[src/rtl/geofence_pkg.sv]
// Shared definitions for the geofence datapath blocks.
//   COORD_W  default unsigned coordinate width
//   PT_W     width of one packed point {x,y}
//   CROSS_W  width of a signed cross-product result
//   wrap_inc helper for round-robin pointers: (v+1) mod n
package geofence_pkg;

    localparam int COORD_W = 10;
    localparam int PT_W    = 2 * COORD_W;
    localparam int CROSS_W = 2 * COORD_W + 3;

    function automatic int unsigned wrap_inc(input int unsigned v, input int unsigned n);
        return (v + 1 >= n) ? 0 : v + 1;
    endfunction

endpackage

[src/rtl/cross_product_pipe.sv]
// Three-stage cross-product engine with tag/valid sideband.
//   S1: coordinate differences, S2: the two products, S3: subtraction and
//   one-hot response routing.
// Ports:
//   clk, reset          clock / asynchronous active-high reset
//   in_valid, in_tag    accepted operation and its requester index
//   in_p1, in_p2, in_ref  operand points, each {x,y}
//   rsp_valid           one-hot result strobe, indexed by tag
//   rsp_value, rsp_gt0  signed result and (result > 0), held between results
//   busy                any stage holds a valid operation
module cross_product_pipe
    import geofence_pkg::*;
#(
    parameter int NREQ    = 2,
    parameter int COORD_W = 10,
    parameter int TAG_W   = 1
) (
    input  logic                   clk,
    input  logic                   reset,
    input  logic                   in_valid,
    input  logic [TAG_W-1:0]       in_tag,
    input  logic [2*COORD_W-1:0]   in_p1,
    input  logic [2*COORD_W-1:0]   in_p2,
    input  logic [2*COORD_W-1:0]   in_ref,
    output logic [NREQ-1:0]        rsp_valid,
    output logic [2*COORD_W+2:0]   rsp_value,
    output logic                   rsp_gt0,
    output logic                   busy
);

    localparam int DW = COORD_W + 1;       // difference width
    localparam int MW = 2 * COORD_W + 2;   // product width
    localparam int XW = 2 * COORD_W + 3;   // result width

    // Points are packed {x,y}; x is the upper half.
    logic [COORD_W-1:0] p1x, p1y, p2x, p2y, rx, ry;
    assign p1x = in_p1[2*COORD_W-1:COORD_W];
    assign p1y = in_p1[COORD_W-1:0];
    assign p2x = in_p2[2*COORD_W-1:COORD_W];
    assign p2y = in_p2[COORD_W-1:0];
    assign rx  = in_ref[2*COORD_W-1:COORD_W];
    assign ry  = in_ref[COORD_W-1:0];

    // Zero-extend before subtracting so the difference is never truncated.
    logic signed [DW-1:0] dx1_d, dy2_d, dx2_d, dy1_d;
    assign dx1_d = $signed({1'b0, p1x}) - $signed({1'b0, rx});
    assign dy2_d = $signed({1'b0, p2y}) - $signed({1'b0, ry});
    assign dx2_d = $signed({1'b0, p2x}) - $signed({1'b0, rx});
    assign dy1_d = $signed({1'b0, p1y}) - $signed({1'b0, ry});

    logic signed [DW-1:0] dx1_q, dy2_q, dx2_q, dy1_q;
    logic [TAG_W-1:0]     tag1_q, tag2_q;
    logic                 v1_q, v2_q;
    logic signed [MW-1:0] m1_q, m2_q;
    logic [NREQ-1:0]      rsp_valid_q;
    logic [XW-1:0]        rsp_value_q;
    logic                 rsp_gt0_q;

    // Operands are sign-extended to the product width so the multiply is
    // evaluated at full precision.
    logic signed [MW-1:0] m1_d, m2_d;
    assign m1_d = $signed({{(MW-DW){dx1_q[DW-1]}}, dx1_q}) * $signed({{(MW-DW){dy2_q[DW-1]}}, dy2_q});
    assign m2_d = $signed({{(MW-DW){dx2_q[DW-1]}}, dx2_q}) * $signed({{(MW-DW){dy1_q[DW-1]}}, dy1_q});

    logic signed [XW-1:0] value_d;
    assign value_d = $signed({m1_q[MW-1], m1_q}) - $signed({m2_q[MW-1], m2_q});

    always_ff @(posedge clk or posedge reset) begin
        if (reset) begin
            dx1_q       <= '0;
            dy2_q       <= '0;
            dx2_q       <= '0;
            dy1_q       <= '0;
            tag1_q      <= '0;
            v1_q        <= 1'b0;
            m1_q        <= '0;
            m2_q        <= '0;
            tag2_q      <= '0;
            v2_q        <= 1'b0;
            rsp_valid_q <= '0;
            rsp_value_q <= '0;
            rsp_gt0_q   <= 1'b0;
        end else begin
            v1_q <= in_valid;
            if (in_valid) begin
                dx1_q  <= dx1_d;
                dy2_q  <= dy2_d;
                dx2_q  <= dx2_d;
                dy1_q  <= dy1_d;
                tag1_q <= in_tag;
            end
            v2_q <= v1_q;
            if (v1_q) begin
                m1_q   <= m1_d;
                m2_q   <= m2_d;
                tag2_q <= tag1_q;
            end
            // Result registers hold their last value when no result arrives.
            rsp_valid_q <= v2_q ? (NREQ'(1) << tag2_q) : '0;
            if (v2_q) begin
                rsp_value_q <= value_d;
                rsp_gt0_q   <= !value_d[XW-1] && (|value_d);
            end
        end
    end

    assign rsp_valid = rsp_valid_q;
    assign rsp_value = rsp_value_q;
    assign rsp_gt0   = rsp_gt0_q;
    assign busy      = v1_q | v2_q | (|rsp_valid_q);

endmodule

[src/rtl/cross_product_scheduler.sv]
// Shares one cross-product pipeline between NREQ requesters.
// A round-robin arbiter accepts one operand triple per cycle; results return
// in acceptance order, routed to the requester by a one-hot rsp_valid.
// Handshake: a requester holds req_valid and its operands stable until it
// sees req_ready; the transfer happens on the rising edge where both are 1.
// It may drop req_valid before a grant, in which case the request is lost.
// Ports:
//   clk, reset                clock / asynchronous active-high reset
//   req_valid, req_ready      per-requester handshake (at most one ready)
//   req_p1, req_p2, req_ref   packed operand points, slice i = requester i
//   rsp_valid                 one-hot, one cycle, never held
//   rsp_value, rsp_gt0        signed cross product and (value > 0)
//   busy                      an operation is in flight
module cross_product_scheduler
    import geofence_pkg::*;
#(
    parameter int NREQ    = 2,
    parameter int COORD_W = 10
) (
    input  logic                        clk,
    input  logic                        reset,
    input  logic [NREQ-1:0]             req_valid,
    output logic [NREQ-1:0]             req_ready,
    input  logic [NREQ*2*COORD_W-1:0]   req_p1,
    input  logic [NREQ*2*COORD_W-1:0]   req_p2,
    input  logic [NREQ*2*COORD_W-1:0]   req_ref,
    output logic [NREQ-1:0]             rsp_valid,
    output logic [2*COORD_W+2:0]        rsp_value,
    output logic                        rsp_gt0,
    output logic                        busy
);

    localparam int P_W   = 2 * COORD_W;
    localparam int PTR_W = (NREQ > 1) ? $clog2(NREQ) : 1;

    logic [PTR_W-1:0] rr_q, rr_d;
    logic [PTR_W-1:0] gnt_idx;
    logic             gnt_any;

    // Search upward from the pointer, wrapping mod NREQ; first valid wins.
    always_comb begin
        req_ready = '0;
        gnt_any   = 1'b0;
        gnt_idx   = '0;
        for (int off = 0; off < NREQ; off++) begin
            int idx;
            idx = int'(rr_q) + off;
            if (idx >= NREQ) idx = idx - NREQ;
            if (!gnt_any && !reset && req_valid[idx]) begin
                gnt_any = 1'b1;
                gnt_idx = PTR_W'(idx);
            end
        end
        if (gnt_any) req_ready[gnt_idx] = 1'b1;
    end

    always_comb begin
        rr_d = rr_q;
        if (gnt_any) rr_d = PTR_W'(wrap_inc(32'(gnt_idx), NREQ));
    end

    always_ff @(posedge clk or posedge reset) begin
        if (reset) rr_q <= '0;
        else       rr_q <= rr_d;
    end

    logic [P_W-1:0] sel_p1, sel_p2, sel_ref;
    assign sel_p1  = req_p1[int'(gnt_idx)*P_W +: P_W];
    assign sel_p2  = req_p2[int'(gnt_idx)*P_W +: P_W];
    assign sel_ref = req_ref[int'(gnt_idx)*P_W +: P_W];

    cross_product_pipe #(
        .NREQ    (NREQ),
        .COORD_W (COORD_W),
        .TAG_W   (PTR_W)
    ) u_pipe (
        .clk       (clk),
        .reset     (reset),
        .in_valid  (gnt_any),
        .in_tag    (gnt_idx),
        .in_p1     (sel_p1),
        .in_p2     (sel_p2),
        .in_ref    (sel_ref),
        .rsp_valid (rsp_valid),
        .rsp_value (rsp_value),
        .rsp_gt0   (rsp_gt0),
        .busy      (busy)
    );

endmodule
[config.mk]
export PLATFORM = sky130hd
export DESIGN_NAME = cross_product_scheduler
export DESIGN_NICKNAME = d
export VERILOG_FILES = /design/src/rtl/geofence_pkg.sv /design/src/rtl/cross_product_pipe.sv /design/src/rtl/cross_product_scheduler.sv
export SDC_FILE = /design/constraint.sdc
export NUM_CORES = 1
export LEC_CHECK = 0
export CAP_MARGIN = 40
export CORE_ASPECT_RATIO = 0.7
export CORE_MARGIN = 2
export CORE_UTILIZATION = 60
export DETAILED_ROUTE_END_ITERATION = 8
export PLACE_DENSITY = 0.83
export REMOVE_ABC_BUFFERS = 1
export SETUP_SLACK_MARGIN = 0.05
export SLEW_MARGIN = 20
export SYNTH_ARGS = -nofsm -noshare
export SYNTH_HDL_FRONTEND = slang
export SYNTH_SLANG_ARGS = --single-unit
[constraint.sdc]
create_clock -name clk -period 11.3 [get_ports clk]
set_input_delay 2.26 -clock clk [delete_from_list [all_inputs] [get_ports clk]]
set_output_delay 2.26 -clock clk [all_outputs]
set_load 0.01 [all_outputs]
==> results.md, run 1 <==
* Outcome: complete, no violations
* Final Max Slew Viols at 0
* # port buffers at 152
* Post-layout min period at 7.29 ns
* Area grow syn2layout at 13.7%
* Largest cells by area after synthesis: fa_1, dfrtp_1, ha_1
* Post-synth EDFFs at 0
* Final WL at 44.0 mm
* Syn. warnings at 0
* Worst setup SP type: input port
* Io pins at 153
* Final cycle utilization of the critical path at 64.5%
* Critical path arrival at 5.03 ns
* Delay-heaviest family, CP: buffers and inverters
* Full die area at 0.0297 mm²
* Largest net degree at the start of global routing at 82
* Clock buffer count from CTS at 17
* Clk pin slew, worst setup/hold paths at 0.05 ns
* Most used cell along the critical path: clkdlybuf4s50_1
* Clock Latency Late Sink at 0.42 ns
* Worst reg2reg path depth at 19
* Yosys reg bits at 119
* Vias in the first global route at 14000
* CP max-delay cell: clkdlybuf4s50_1
* Longest Clk Path Bufs at 2
* Synthesized cell area at 0.0170 mm²
* Post-DP HPWL at 36.2 mm
* Post-Layout Cell Count at 2429
* DRC Markers at 0
* CP cell instances: clkdlybuf4s50_1, inv_4, o211ai_1, buf_4, inv_2, clkdlybuf4s50_1
* Die Wd at 205 µm
* CP Data Required Time at 9.04 ns
* Initial Util at 61.2%
* # rows at 51
* Starting DRC count in detailed routing at 1155
* Final Hold Vio Count at 0
* FILL cells at 2129
* Final Skew at 0.0134 ns
* Count leader, synth: inv_1
* Nets@finish at 2565
* CTS Hold Bufs at 0
* RSZ-0062 raised after global routing: no
* GPL Wtd Cong at 0.916
* CP startpoint: reset
* Max cap viols at 0
* GRT Util Overall at 30.8%
* H-tree levels at 4
* Final ANT Viol Nets at 0
* FF-to-FF End: u_pipe.m2_q[20]
* Die height at 145 µm
* Layout cell share with drive strength beyond 1 at 3.60%
* Register area share after synthesis at 17.5%
* Max stage delay on crit path at 0.65 ns
* CP Capture Point: req_ready[1]
* Cells after Synth at 1944
* Asr flop ratio synth at 100%
* CORE AREA at 0.0278 mm²
* Stages on worst setup path at 6
* # placed instances at 2397
* CP Max Fanout at 62
* TritonCTS clock tree: done
* F_max at 137 MHz
* Min-delay worst type: flip-flop to flip-flop
* Root Buffer: clkbuf_16
* Post-synth top area share at 28.1%
* First-pass GRT wire length at 71.5 mm
* Sink Count at 119
* First-pass DRT Iterations at 6
* Vias per cell at 5.53
* TNS Setup at 0 ns
* Initial antenna violation count at 1
* Buf+Inv Stages, Crit Path at 5
* Post-synth cell types at 59
* Total setup buffers inserted after CTS at 0
* Slew at the pin with the worst max-slew slack at 0.775 ns
* CTS resizes at 0
* WS Path Type: input port to output pin
* Main synth FF type: dfrtp_1
* DR vias at 13400
* R2R setup slack at 5.30 ns
* Avg WL per Cell at 18.1 µm
* Beginning of the worst register-to-register path: u_pipe.dx2_q[7]
* Critical path capture point type: output pin
* Slew HR at 48.3%
* Mean Syn Cell Area at 8.75 µm²
* Final setup violation count at 0
* Synth cell count leaders: inv_1, nand2_1, fa_1, ha_1, dfrtp_1
* GRT overflow at 0
* Post-synth top area cell: fa_1
registers in the layout (all words and copies together) (netlist names):
register / flops
u_pipe.v1_q: 1
u_pipe.v2_q: 1
u_pipe.dx2_q: 11
u_pipe.rsp_value: 23
u_pipe.dy1_q: 11
u_pipe.dy2_q: 11
u_pipe.dx1_q: 11
u_pipe.tag2_q: 1
rr_q: 1
u_pipe.tag1_q: 1
u_pipe.m1_q: 22
u_pipe.rsp_gt0: 1
u_pipe.rsp_valid: 2
u_pipe.m2_q: 22
stage by stage:
step	utilization (%)	worst slack (ns)	area (µm²)	hold slack (ns)
after floorplan	-	0.0175	16700	0.407
after global placement	67.4	4.01	18800	0.431
after detailed placement	67.5	4.00	18800	0.464
after CTS	69.4	3.97	19300	0.476
after global routing	69.5	3.75	19300	0.481
final	69.5	4.01	19300	0.476
how the worst min path moves through the flow:
stage | start | to | slack (ns) | cells past startpoint
global route | u_pipe.tag2_q | u_pipe.rsp_valid[0] | 0.48 | 1
floorplan | u_pipe.tag2_q | u_pipe.rsp_valid[0] | 0.41 | 1
detailed placement | u_pipe.tag2_q | u_pipe.rsp_valid[0] | 0.46 | 1
global placement | u_pipe.tag2_q | u_pipe.rsp_valid[0] | 0.43 | 1
CTS | u_pipe.tag2_q | u_pipe.rsp_valid[0] | 0.48 | 1
finish | u_pipe.rsp_value[6] | u_pipe.rsp_value[6] | 0.48 | 1
cells by family after synthesis:
family,count (synthesis),share of synthesized area (%)
AOI/OAI and AO/OA,278,10.3
xor gates and xnor gates,72,3.71
adders and majority gates,395,39.6
buffers and inverters,439,9.73
DFF,119,17.5
muxes,56,3.49
and+or+nand+nor,585,15.7
cells in the final DEF, fill, tap and decap left out, types with 10 or more instances in the layout:
cell type / instances
nor2_1: 59
nand2b_1: 18
a211oi_1: 14
xor2_1: 13
clkdlybuf4s50_1: 152
fa_1: 239
o31ai_1: 18
xnor2_1: 59
nand3_1: 14
a21o_1: 24
o21a_1: 14
o21ai_1: 10
nand2_1: 325
and2_1: 99
dfrtp_1: 118
ha_1: 156
nor2b_1: 29
clkbuf_16: 17
mux2_2: 25
nor3_1: 17
inv_1: 360
o21ai_0: 94
a21oi_1: 50
mux2i_1: 30
area by class of cell:
cell class / count / area [µm²] / share of cell area (%)
Clock buffer: 20 / 447 / 2.31
Inverter: 363 / 1370 / 7.06
Antenna cell: 1 / 2.50 / 0.0129
Timing Repair Buffer: 159 / 1610 / 8.34
Clock inverter: 10 / 82.6 / 0.427
Sequential cell: 119 / 2980 / 15.4
Tap cell: 371 / 464 / 2.40
Multi-Input combinational cell: 1386 / 12400 / 64.1
layer usage:
| layer | part of all wire (%) | global-route usage (%) |
|---|---|---|
| met5 | 0 | 0 |
| met4 | 3.3 | 10.5 |
| met3 | 8.0 | 6.63 |
| met2 | 44 | 47.4 |
| met1 | 45 | 43.3 |
Power of run 1 is left out: the tool's default activity adds up to more than one toggle a clock period on the data nets, which glitch-free logic cannot reach.
==> run 2: changes to the inputs <==
- CORE_UTILIZATION: 60 -> 55
- PLACE_DENSITY: 0.83 -> 0.8
- clock period: 11.3 -> 6.7 ns (I/O delays scaled with it)
==> run 2 against run 1 <==
  * Worst hold slack got worse by 0.039 ns
  * Final cell count up 1.8%
  * Worst setup slack worse by 3.3 ns
  * Die area increased by 8.9%
  * Register-to-register slack lost 4.6 ns
==> results.md, run 2 (same netlist as run 1, synthesis figures left out) <==
* Met3 GRT Util at 7.61% (+0.98 points)
* # port buffers at 152 (unchanged)
* Max stage delay on crit path at 0.62 ns (-0.03 ns)
* # diodes at 0 (-1)
* RSZ-0062 raised after global routing: no
* Delay-heaviest family, CP: adder cells
* WS Path Type: flip-flop to flip-flop
* TritonCTS clock tree: done
* Buf+Inv Stages, Crit Path at 3 (-2)
* CTS resizes at 0 (unchanged)
* Beginning of the worst register-to-register path: u_pipe.dy2_q[2]
* Critical path arrival at 6.28 ns (+1.25 ns)
* Final cycle utilization of the critical path at 89.1%
* First-pass GRT wire length at 70.1 mm (-2.0%)
* M2 GR Usage at 39.9% (-7.5 points)
* Worst setup SP type: flip-flop
* Post-Layout Cell Count at 2472 (+1.8%)
* H-tree levels at 4 (unchanged)
* Global route hottest layer: met1
* CP cell instances: nand2_1, fa_1, fa_1, fa_1, inv_1, fa_1, inv_1, fa_1, inv_1, ha_1, a21o_1, a21oi_1, nor2b_1, o31ai_2, o21ai_1, or4_1, a41o_1, xor2_1, mux2_2
* Final WL at 42.9 mm (-2.6%)
* Post-DP HPWL at 35.8 mm (-1.2%)
* Most used cell along the critical path: fa_1
* CP Capture Point: u_pipe.m1_q[20]
* Vias in the first global route at 13200 (-5.7%)
* Slew at the pin with the worst max-slew slack at 0.761 ns (-0.0144 ns)
* Initial Util at 56.3% (-4.9 points)
* Cell area after layout at 0.0195 mm² (+0.90%)
* Full die area at 0.0324 mm² (+8.9%)
* Max reg flops at 23 (unchanged)
* Critical path capture point type: flip-flop
* # placed instances at 2440 (+1.8%)
* Worst reg2reg path depth at 19 (unchanged)
* Grt met1 use at 41.2% (-2.1 points)
* Min-delay worst type: flip-flop to flip-flop
* Placed cell areas at 0.0189 mm² (+0.38%)
* FF-to-FF End: u_pipe.m1_q[20]
* Starting DRC count in detailed routing at 1110 (-3.9%)
* Final Hold Vio Count at 0 (unchanged)
* Sink Count at 119 (unchanged)
* Die Wd at 214 µm (+4.4%)
* Stages on worst setup path at 19 (+13)
* Post-layout min period at 5.97 ns
* Outcome: complete, no violations
* # rows at 53 (+3.9%)
* Slew HR at 49.0% (+0.65 points)
* Clk pin slew, worst setup/hold paths at 0.06 ns (about the same)
* R2R setup slack at 0.73 ns (-4.57 ns)
* Io pins at 153 (unchanged)
* Vias per cell at 5.31 (-4.0%)
* Avg WL per Cell at 17.3 µm (-4.3%)
* Final setup violation count at 0 (unchanged)
* Area grow syn2layout at 14.7%
* DR vias at 13100 (-2.3%)
* Initial antenna violation count at 0 (-1)
* Longest Clk Path Bufs at 2 (unchanged)
* Most common cell after layout, fill and taps aside: inv_1
* CP Data Required Time at 7.01 ns (-2.03 ns)
* Clock buffer count from CTS at 17 (unchanged)
* Final core occ at 64.6% (-5.0 points)
* CP startpoint: u_pipe.dy2_q[2]
* F_max at 168 MHz
* GPL Wtd Cong at 0.916 (about the same)
* Nets@finish at 2566 (+0.039%)
* Max cap viols at 0 (unchanged)
* Clock Latency Late Sink at 0.43 ns (about the same)
* GRT Util Overall at 27.8% (-3.0 points)
* GRT overflow at 0 (unchanged)
* Die height at 151 µm (+4.3%)
* Root Buffer: clkbuf_16
* DRC Markers at 0 (unchanged)
* Commonest cells after routing, fill and taps aside: inv_1, nand2_1, fa_1
* Final Max Slew Viols at 0 (unchanged)
* Final Skew at 0.00921 ns (-0.00416 ns)
* First-pass DRT Iterations at 5 (-1)
* Largest net degree at the start of global routing at 82 (unchanged)
* Layout cell share with drive strength beyond 1 at 3.83% (+0.24 points)
* Total setup buffers inserted after CTS at 0 (unchanged)
* Final ANT Viol Nets at 0 (unchanged)
* CORE AREA at 0.0302 mm² (+8.7%)
* CP Max Fanout at 12 (-81%)
* CTS Hold Bufs at 0 (unchanged)
* TNS Setup at 0 ns (unchanged)
* CP max-delay cell: dfrtp_1
-- run 2: cell types whose count changed in the layout (fill, tap and decap cells not counted) --
cell / previous run / this run
buf_12: 0 / 2
buf_16: 2 / 0
buf_4: 5 / 6
bufinv_16: 1 / 5
clkbuf_1: 2 / 0
clkinv_2: 6 / 1
clkinv_4: 0 / 4
clkinvlp_4: 3 / 2
diode_2: 1 / 0
inv_6: 0 / 2
-- run 2: worst min path at each step --
stage,startpoint,to,cells past startpoint
floorplan,u_pipe.tag2_q,u_pipe.rsp_valid[0],1
global placement,u_pipe.tag2_q,u_pipe.rsp_valid[0],1
detailed placement,u_pipe.tag2_q,u_pipe.rsp_valid[0],1
CTS,u_pipe.tag2_q,u_pipe.rsp_valid[0],1
global route,u_pipe.tag2_q,u_pipe.rsp_valid[0],1
finish,u_pipe.tag2_q,u_pipe.rsp_valid[0],1
-- run 2: cell type report --
cell class | instances | area, µm²
inverter | 363 | 1370
timing repair buffer | 160 | 1610
fill | 2464 | 10700
multi-input combinational | 1386 | 12400
sequential | 119 | 2980
clock buffer | 18 | 439
tap | 412 | 515
clock inverter | 14 | 223
-- run 2: layer usage --
layer,vias up,part of all wire [%]
met1,6234,48
met5,-,0
met4,0,2.7
met3,51,9.3
li1,6283,-
met2,546,40
-- run 2: metrics by stage --
step / hold slack, ns / setup WS [ns]
finish: 0.437 / 0.732
global route: 0.461 / 0.393
CTS: 0.432 / 0.782
detailed placement: 0.425 / 0.808
global placement: 0.421 / 0.945
floorplan: 0.407 / -3.66
Power of run 2 is left out for the same reason.
==> run 3: changes to the inputs <==
- CAP_MARGIN: 40 -> 20
- MAX_ROUTING_LAYER: default -> met4
==> run 3 against run 2 <==
  * Clock skew grew 0.0054 ns
  * Clock-buffer cell count grew 3
  * First-iteration DRC count shrank 8.0%
  * Critical path depth is the same
  * Final area shrank 0.46%
  * Worst hold slack gained 0.0030 ns
  * Fmax grew 1.3%
  * Sequential share of layout area grew 0.070 points
  * Highest routed layer unchanged
==> results.md, run 3 (same netlist as run 1, synthesis figures left out) <==
* Total setup buffers inserted after CTS at 0 (unchanged)
* First-pass DRT Iterations at 5 (unchanged)
* Cell area after layout at 0.0194 mm² (-0.46%)
* Layout cell share with drive strength beyond 1 at 3.83% (about the same)
* Post-Layout Cell Count at 2473 (+0.040%)
* DRC Markers at 0 (unchanged)
* Root Buffer: clkbuf_16
* Critical path capture point type: flip-flop
* Outcome: complete, no violations
* Commonest cells after routing, fill and taps aside: inv_1, nand2_1, fa_1
* Io pins at 153 (unchanged)
* GPL Wtd Cong at 0.953 (+4.0%)
* Placed cell areas at 0.0188 mm² (-0.13%)
* Slew HR at 41.8% (-7.1 points)
* Max reg flops at 23 (unchanged)
* Final Max Slew Viols at 0 (unchanged)
* First-pass GRT wire length at 70.3 mm (+0.29%)
* Clock buffer count from CTS at 17 (unchanged)
* Starting DRC count in detailed routing at 1021 (-8.0%)
* Full die area at 0.0324 mm² (unchanged)
* Dpl ws at 0.864 ns (+0.0559 ns)
* Die height at 151 µm (unchanged)
* DR vias at 13200 (+0.48%)
* Max cap viols at 0 (unchanged)
* CORE AREA at 0.0302 mm² (unchanged)
* Vias in the first global route at 13400 (+1.5%)
* Slew at the pin with the worst max-slew slack at 0.867 ns (+0.106 ns)
* Final WL at 43.8 mm (+2.2%)
* # port buffers at 152 (unchanged)
* CP Max Fanout at 12 (unchanged)
* # diodes at 0 (unchanged)
* Final cycle utilization of the critical path at 88.0% (-1.1 points)
* # placed instances at 2440 (unchanged)
* Post-layout min period at 5.89 ns (-0.0744 ns)
* Die Wd at 214 µm (unchanged)
* Largest net degree at the start of global routing at 82 (unchanged)
* CTS Hold Bufs at 0 (unchanged)
* Min-delay worst type: flip-flop to flip-flop
* Worst Slack Setup Final at 0.807 ns (+0.0744 ns)
* H-tree levels at 4 (unchanged)
* CP Data Required Time at 6.98 ns (-0.03 ns)
* Longest Clk Path Bufs at 2 (unchanged)
* Sink Count at 119 (unchanged)
* WS Path Type: flip-flop to flip-flop
* # rows at 53 (unchanged)
* FILL cells at 2509 (+1.8%)
* Clock Latency Late Sink at 0.44 ns (about the same)
* Post-DP HPWL at 36.4 mm (+1.8%)
* GRT overflow at 0 (unchanged)
* Final setup violation count at 0 (unchanged)
* RSZ-0062 raised after global routing: no
* Critical path arrival at 6.17 ns (-0.11 ns)
* Area grow syn2layout at 14.2%
* Vias per cell at 5.33 (+0.44%)
* Final Skew at 0.0146 ns (+0.00540 ns)
* Final ANT Viol Nets at 0 (unchanged)
* F_max at 170 MHz (+1.3%)
* Initial Util at 56.3% (unchanged)
* Initial antenna violation count at 0 (unchanged)
* Nets@finish at 2567 (+0.039%)
* TritonCTS clock tree: done
* Final Hold Vio Count at 0 (unchanged)
* Clk pin slew, worst setup/hold paths at 0.07 ns (about the same)
* Worst setup SP type: flip-flop
* Most common cell after layout, fill and taps aside: inv_1
* Avg WL per Cell at 17.7 µm (+2.2%)
* GRT Util Overall at 28.9% (+1.0 points)
* CTS resizes at 0 (unchanged)
run 3: cell count changes in the layout (fill, tap and decap cells not counted):
cell	change
clkbuf_8	+2
bufinv_16	-4
buf_12	-2
buf_16	+1
inv_6	-2
clkbuf_1	+1
clkinv_4	-2
clkinvlp_4	+3
clkinv_2	+2
buf_4	+2
run 3: worst paths after layout:
path                            startpoint              endpoint  slack (ns)  depth (start not counted)
setup / recovery           u_pipe.dx2_q[7]       u_pipe.m2_q[20]        0.81                         19
hold / removal               u_pipe.tag2_q   u_pipe.rsp_valid[0]        0.44                          1
setup reg to reg           u_pipe.dx2_q[7]       u_pipe.m2_q[20]        0.81                         19
hold reg to reg              u_pipe.tag2_q   u_pipe.rsp_valid[0]        0.44                          1
max in group asynchronous            reset  u_pipe.rsp_value[15]        4.07                          5
min in group asynchronous            reset       u_pipe.dx1_q[7]        1.45                          3
run 3: critical path: stages, from the launching register on:
cell and delay [ns]:
dfrtp_1 0.58, nand2_1 0.14, fa_1 0.58, fa_1 0.48
fa_1 0.55, inv_1 0.05, fa_1 0.49, inv_1 0.06
fa_1 0.48, inv_1 0.04, ha_1 0.34, a21o_1 0.18
a21oi_1 0.14, nor2b_1 0.07, o31ai_1 0.46, o22ai_1 0.21
or4_1 0.42, a41o_1 0.24, xnor2_1 0.16, mux2i_1 0.09
run 3: per-layer routing:
metal	up-vias	global-route usage, %	wire length (µm)
met5	-	-	0
met4	0	7.53	905
met3	40	6.61	3640
met2	504	41.7	18300
met1	6347	41.2	21000
li1	6286	-	-
run 3: cell type report:
class                      count  area [µm²]  area share [%]
clock inverter                11         100           0.515
timing repair buffer         161        1610            8.28
inverter                     363        1370            7.02
clock buffer                  21         470            2.42
tap                          412         515            2.65
sequential                   119        2980            15.3
multi-input combinational   1386       12400            63.8
run 3: per-stage QoR:
step	util (%)	hold slack, ns	TNS, ns
floorplan	-	0.407	-131.88
global placement	62.3	0.421	0
detailed placement	62.3	0.438	0
CTS	64.2	0.441	0
global route	64.3	0.466	0
finish	64.3	0.440	0
Power of run 3 is left out for the same reason.
